## src/rtl/id_flush_sequencer.sv

```systemverilog
// id_flush_sequencer: post-reset ID-table clear pass, then prioritised flush / drain / redirect control
module id_flush_sequencer #(
  parameter int MAX_IDS = 8,
  parameter int MAX_COMPLETE_COUNT = 4,
  localparam int CW = $clog2(MAX_IDS) + 1,
  localparam int RW = $clog2(MAX_COMPLETE_COUNT)
) (
  input  logic          clk,
  input  logic          rst,
  input  logic          exc_flush_req,
  input  logic [31:0]   exc_flush_pc,
  input  logic          br_flush_req,
  input  logic [31:0]   br_flush_pc,
  input  logic          sys_flush_req,
  input  logic [31:0]   sys_flush_pc,
  output logic          exc_flush_ack,
  output logic          br_flush_ack,
  output logic          sys_flush_ack,
  input  logic          instruction_issued,
  input  logic [RW-1:0] retire_inc,
  output logic          gc_init_clear,
  output logic          gc_fetch_flush,
  output logic          gc_fetch_hold,
  output logic          gc_issue_hold,
  output logic          redirect_valid,
  output logic [31:0]   redirect_pc,
  output logic          init_done,
  output logic [CW-1:0] inflight_count
);
  localparam int NW = $clog2(MAX_IDS);
  typedef enum logic [2:0] {CLEAR, IDLE, FLUSH, DRAIN, REDIRECT} state_t;
  state_t r_state, w_next;
  logic [NW-1:0] r_clear_cnt;
  logic [31:0] r_pc_q;
  logic [CW-1:0] r_inflight;
  logic r_drain_q, r_init_clear, r_fetch_flush, r_fetch_hold, r_issue_hold, r_redirect_valid, r_init_done;
  logic w_clear_last, w_accept, w_drain_d;
  logic [CW:0] w_inc;
  assign w_clear_last = r_state == CLEAR && r_clear_cnt == NW'(MAX_IDS - 1);
  assign exc_flush_ack = r_state == IDLE && exc_flush_req;
  assign br_flush_ack = r_state == IDLE && br_flush_req && !exc_flush_req;
  assign sys_flush_ack = r_state == IDLE && sys_flush_req && !exc_flush_req && !br_flush_req;
  assign w_accept = exc_flush_ack || br_flush_ack || sys_flush_ack;
  assign w_drain_d = w_accept ? !br_flush_ack : r_drain_q;
  assign w_inc = (CW+1)'(r_inflight) + (CW+1)'(instruction_issued);
  assign gc_init_clear = r_init_clear;
  assign gc_fetch_flush = r_fetch_flush;
  assign gc_fetch_hold = r_fetch_hold;
  assign gc_issue_hold = r_issue_hold;
  assign redirect_valid = r_redirect_valid;
  assign redirect_pc = r_pc_q;
  assign init_done = r_init_done;
  assign inflight_count = r_inflight;
  // next-state: exception/system flushes drain outstanding work before redirecting
  always_comb begin
    w_next = r_state;
    case (r_state)
      CLEAR:    w_next = w_clear_last ? IDLE : CLEAR;
      IDLE:     w_next = w_accept ? FLUSH : IDLE;
      FLUSH:    w_next = r_drain_q ? DRAIN : IDLE;
      DRAIN:    w_next = r_inflight == '0 ? REDIRECT : DRAIN;
      REDIRECT: w_next = IDLE;
      default:  w_next = CLEAR;
    endcase
  end
  // state, captured request, inflight count and outputs registered from the next state
  always_ff @(posedge clk or negedge rst) begin
    if (!rst) begin
      r_state <= CLEAR;
      r_clear_cnt <= '0;
      r_pc_q <= '0;
      r_drain_q <= 1'b0;
      r_inflight <= '0;
      r_init_clear <= 1'b1;
      r_fetch_flush <= 1'b0;
      r_fetch_hold <= 1'b1;
      r_issue_hold <= 1'b1;
      r_redirect_valid <= 1'b0;
      r_init_done <= 1'b0;
    end else begin
      r_state <= w_next;
      r_clear_cnt <= (r_state == CLEAR && !w_clear_last) ? r_clear_cnt + NW'(1) : '0;
      r_pc_q <= exc_flush_ack ? exc_flush_pc : br_flush_ack ? br_flush_pc : sys_flush_ack ? sys_flush_pc : r_pc_q;
      r_drain_q <= w_drain_d;
      r_inflight <= r_state == CLEAR ? '0 : r_inflight + CW'(instruction_issued) - CW'(retire_inc);
      r_init_clear <= w_next == CLEAR;
      r_fetch_flush <= w_next == FLUSH;
      r_fetch_hold <= w_next inside {CLEAR, FLUSH, DRAIN};
      r_issue_hold <= w_next inside {CLEAR, DRAIN} || (w_next == FLUSH && w_drain_d);
      r_redirect_valid <= w_next == REDIRECT || (w_next == FLUSH && !w_drain_d);
      r_init_done <= r_init_done || w_clear_last;
    end
  end
  a_inflight_range: assert property (@(posedge clk) disable iff (!rst)
    r_state != CLEAR |-> (w_inc >= (CW+1)'(retire_inc)) && (w_inc - (CW+1)'(retire_inc) <= (CW+1)'(MAX_IDS)));
  a_no_issue_in_drain: assert property (@(posedge clk) disable iff (!rst)
    !(r_state == DRAIN && instruction_issued));
endmodule
```

## config.mk

```make
export PLATFORM = sky130hd
export DESIGN_NAME = id_flush_sequencer
export DESIGN_NICKNAME = d
export VERILOG_FILES = /design/src/rtl/id_flush_sequencer.sv
export SDC_FILE = /design/constraint.sdc
export NUM_CORES = 1
export LEC_CHECK = 0
export BUFFER_PORTS_ARGS = -buffer_cell sky130_fd_sc_hd__buf_2
export CAP_MARGIN = 20
export CORE_MARGIN = 10
export CORE_UTILIZATION = 46
export CTS_BUF_LIST = sky130_fd_sc_hd__clkbuf_2 sky130_fd_sc_hd__clkbuf_4 sky130_fd_sc_hd__clkbuf_8
export CTS_CLUSTER_SIZE = 8
export DETAILED_ROUTE_END_ITERATION = 7
export PLACE_DENSITY = 0.85
export REMOVE_ABC_BUFFERS = 1
export SLEW_MARGIN = 20
export SYNTH_ARGS = -nofsm -noshare
export SYNTH_HDL_FRONTEND = slang
export SYNTH_SLANG_ARGS = --single-unit
```

## constraint.sdc

```tcl
create_clock -name clk -period 2.34 [get_ports clk]
set_clock_uncertainty 0.1 [all_clocks]
set_input_delay 0.117 -clock clk [delete_from_list [all_inputs] [get_ports clk]]
set_output_delay 0.117 -clock clk [all_outputs]
set_load 0.02 [all_outputs]
```

-- Word-level counts from Yosys, hierarchy flattened
Index checks and enable logic that the tools add are counted.
Widths: inputs -> output; s select.
- flip-flop bits (word level): 49
- input bits: 104
- output and inout port bits: 45
- word-level logic and storage cells: 59
- add/sub/neg operators: 3
- eq/ne operators: 8
- muxes and demuxes: 11
- reduce and logical (&&, ||, !) cells: 26
- operators by type and width (operator ; number):
    $mux 32 ; 3
    $pmux 3 s5 ; 1
    $eq 3x2->1 const B ; 4
    $logic_and 1x1->1 ; 10
    $eq 3x3->1 const B ; 3
    $logic_not 3->1 ; 2
    $mux 3 ; 2
    $reduce_bool 3->1 ; 2
    $logic_not 1->1 ; 5
    $logic_or 1x1->1 ; 5
    $add 4x1->4 ; 1
    $logic_not 4->1 ; 1
    $mux 2 ; 2
    $mux 4 ; 1
    $sub 4x2->4 ; 1
    $add 3x1->3 const B ; 1
    $eq 3x1->1 const B ; 1
    $mux 1 ; 2
    $reduce_bool 2->1 ; 1

-- Logic depth before layout (Yosys ltp)
- word-level depth: 10
- gate-level depth with buffers: 8
- mapped depth without buffers: 8

-- Least setup slack after synthesis
Ideal clock, no wire load.
- kind: register to output
- start point: reg r_state[2]
- end point: out sys_flush_ack
- arrival: 1684 ps
- data required time: 2123 ps
- path slack: 439 ps
- stages on the path, launching flop included: 6
- path buffers: 3
- cells stage by stage: dfrtp_1 > buf_6 > or3b_1 > buf_2 > clkbuf_1 > nor3_1
- longest elaborated chain between the ends: 4
- ends and longest elaborated chain (element ; RTL line ; text):
    start, declared ; 32 ; state_t r_state, w_next;
    start signal, assigned ; 81 ; r_state <= w_next;
    $eq 3x1->1 ; 42 ; assign sys_flush_ack = r_state == IDLE && sys_flush_req && !exc_flush_req && !br_flush_req;
    $logic_and 1x1->1 (3 in series) ; 42 ;
    end, declared ; 18 ; output logic sys_flush_ack,
Every way passes these cells.

-- Worst setup path in the final report
- start point: reg r_state[2]
- end point: out exc_flush_ack
- longest elaborated chain between the ends: 2
- ends and longest elaborated chain (element ; RTL line ; text):
    $eq 3x1->1 ; 40 ; assign exc_flush_ack = r_state == IDLE && exc_flush_req;
    $logic_and 1x1->1 ; 40 ;
    end, declared ; 16 ; output logic exc_flush_ack,
Every way passes these cells.

==> results.yml <==
floorplan:
  die-area_mm2: 0.009059
  ios: 149
  start_util: 0.4722
  fp.dieW_um: 95.18
  core-area_mm2: 0.005507
  rows: 27
  die_h_um: 95.18
synthesis:
  async_flop_share: 1.000
  synth-seq-cells: 49
  ys.flop_type: "dfrtp_1"
  synthCells: 270
  avgSynthCellArea_um2: 9.630
  synthXorXnorAreaFrac: 0.003369
  syn_area_mm2: 0.002600
  synthAdderAreaFrac: 0.04620
  synth_edf_count: 0
  synth_cell_types: 38
  synth-compound-area-share: 0.2661
  yosysTopAreaCell: "dfrtp_1"
  yosysTopAreaCellShare: 0.4427
  synth.area.top_cells: "dfrtp_1 (44%), a211oi_1 (7.5%), a21oi_1 (6.7%)"
  synth.area.mux_share: 0.004331
  synth_top_family_by_area: "compound AO/OA/AOI/OAI gates"
  synth-seq-area-share: 0.4731
  ys_warn_count: 0
  synth-simple-area-share: 0.1367
cells_and_area:
  instances_no_fill: 488
  fill_cells: 464
  mostFrequentLayoutCells: "buf_2 (148), dfrtp_1 (46), a21oi_1 (35)"
  fin_area_mm2: 0.003555
  drive_above_1_share: 0.4207
  finalNetCount: 528
  seqCellArea_mm2: 0.001230
  mostFrequentLayoutCell: "buf_2"
  syn_to_final_growth_pct: 36.72
  multiInputGateArea_mm2: 0.001194
  antennaDiodeCount: 0
sta:
  period_minus_slack_ns: 2.132
  fmax_mhz: 469.0
  max_slew_margin: 0.6062
  setup_violations: 0
  fin_crit_sh: 0.9112
  setup-tns-final_ns: 0
  drv_slew: 0
  rsz0062_at_grt: "false"
  finalHoldViolCount: 0
  tightest_slew_ns: 0.5906
placed_design:
  io_buffers: 148
  dpl_cell_area_mm2: 0.003383
  gp_congestion: 0.9219
  placedCellCount: 473
  dp_hpwl_mm: 7.079
power_and_ir_drop:
  pwr-share-clk: 0.126
  power.leakage_nw: 1.693
  power.density_mw_per_mm2: 1210
  swShare: 0.4459
  p_switching_mw: 1.918
  p_int_mw: 2.384
  ir_drop_mv: 0.5373
  comb_power_share: 0.528
  seqPwrFrac: 0.346
routing:
  drt_wl_total_mm: 9.035
  drc: 0
  final_antenna_net_count: 0
  num_vias: 2740
  avgRoutedWirePerCell_um: 18.51
  drt-vias-per-instance: 5.615
  drt_iter0_markers: 160
  first_pass_iters: 4
job:
  maxCapViolations: 0
setup_path:
  worst_r2r_path_depth: 4
  r2r_start: "r_state[2]$_DFF_PN0_"
  cp.required_ns: 2.12
  endpoint: "exc_flush_ack"
  rrSetupSlack_ns: 0.47
  endpoint_kind: "output pin"
  cp.arrival_ns: 1.92
  cp-start-kind: "flop"
  r2r-end: "redirect_pc[14]$_DFFE_PN0N_"
  cp_max_fo: 16
  path_class: "flop to output pin"
  startpoint: "r_state[2]$_DFF_PN0_"
outcome:
  status: "complete, no violations"
grt:
  grt_first_pass_wirelength_mm: 14.00
  grt_pass1_vias: 2885
  antenna_found_initial: 0
  grt-ovfl-total: 0
  grt_usage: 0.1926
  grt_max_degree: 28
cts:
  ctsResizeCount: 0
  clock_sinks: 49
  cts_made_buffers: 5
  clk_pin_slew_worst_paths_ns: 0.09
  clockBufferDepth: 2
  tritoncts: "yes"
  postCtsSetupBuffers: 0
  cts_root_buf: "clkbuf_8"
  clkLatencyLatePin_ns: 0.30
  ctsHoldBuffers: 7
  htree_levels: 2
worst_hold_path:
  worstHoldPathType: "input port to flop"
  hold-path-cell-count: 3
  min_from: "sys_flush_pc[13]"
[power by group through the flow]
stage	Sequential (mW)	Combinational [mW]	Clock [mW]
after floorplan	1.89	0.993	0
after global placement	1.48	2.22	0
after detailed placement	1.50	2.29	0
after CTS	1.49	2.29	0.559
after global routing	1.54	2.50	0.592
final	1.49	2.27	0.541
[cells in the mapped netlist, drive strengths merged, types with 2 or more instances]
cell type and instances:
a21oi 36, inv 10, nor2 10, clkbuf 9
o22ai 26, dfrtp 46, a21o 2, nor3b 2
o221ai 7, or2 2, a31oi 6, buf 18
o21ai 3, and2 3, nand2b 3, ha 8
a211oi 26, dfstp 3, nor3 30, nand2 8
or3 2
[worst min-delay path by stage]
stage | endpoint
finish | redirect_pc[13]$_DFFE_PN0N_
global route | redirect_pc[25]$_DFFE_PN0N_
CTS | redirect_pc[29]$_DFFE_PN0N_
detailed placement | inflight_count[2]$_DFF_PN0_
global placement | inflight_count[2]$_DFF_PN0_
floorplan | gc_fetch_flush$_DFF_PN0_
[kinds of logic (layout without fill, tap and decap cells)]
kind of cell    Yosys count  in the layout
fa+ha+maj                 9              9
buf+inv                  38            184
flops                    49             49
simple gates             64             64
xor+xnor                  1              1
compound gates          108            108
mux                       1              1
[metal layers]
layer | wire, µm | GRT usage
met5 | 0 | 0
met4 | 225 | 0.08603
met3 | 842 | 0.05499
met2 | 4416 | 0.3324
met1 | 3550 | 0.2159
[critical path, cell delays in order, from the launching register on]
cell and delay (ns):
dfrtp_1 0.50, or3b_1 0.56, buf_4 0.26, nor2_1 0.12, buf_2 0.18
[per-stage QoR]
stage | utilization | hold WS [ns] | power [mW] | worst slack, ns
2_1_floorplan | - | -0.2786 | 2.886 | 0.3495
3_3_place_gp | 0.6144 | 0.03545 | 3.696 | 0.5546
3_5_place_dp | 0.6144 | 0.04619 | 3.784 | 0.4958
4_1_cts | 0.6455 | 0.03541 | 4.338 | 0.2258
5_1_grt | 0.6455 | 0.04256 | 4.629 | 0.1178
6_report | 0.6455 | 0.04374 | 4.302 | 0.2077
[flip-flops by register name, summed over array words and instances, names as in the netlist]
signal / count
gc_init_clear: 1
r_drain_q: 1
gc_issue_hold: 1
gc_fetch_flush: 1
r_clear_cnt: 3
init_done: 1
redirect_valid: 1
redirect_pc: 32
inflight_count: 4
r_state: 3
gc_fetch_hold: 1
[cell type report]
class                      instances  area share
sequential                        49      0.3460
tap                               72     0.02534
clock buffer                       7     0.02710
timing repair buffer             165      0.2527
inverter                          11     0.01162
multi-input combinational        183      0.3358
clock inverter                     1    0.001408
(Power assumes the default switching activity.)
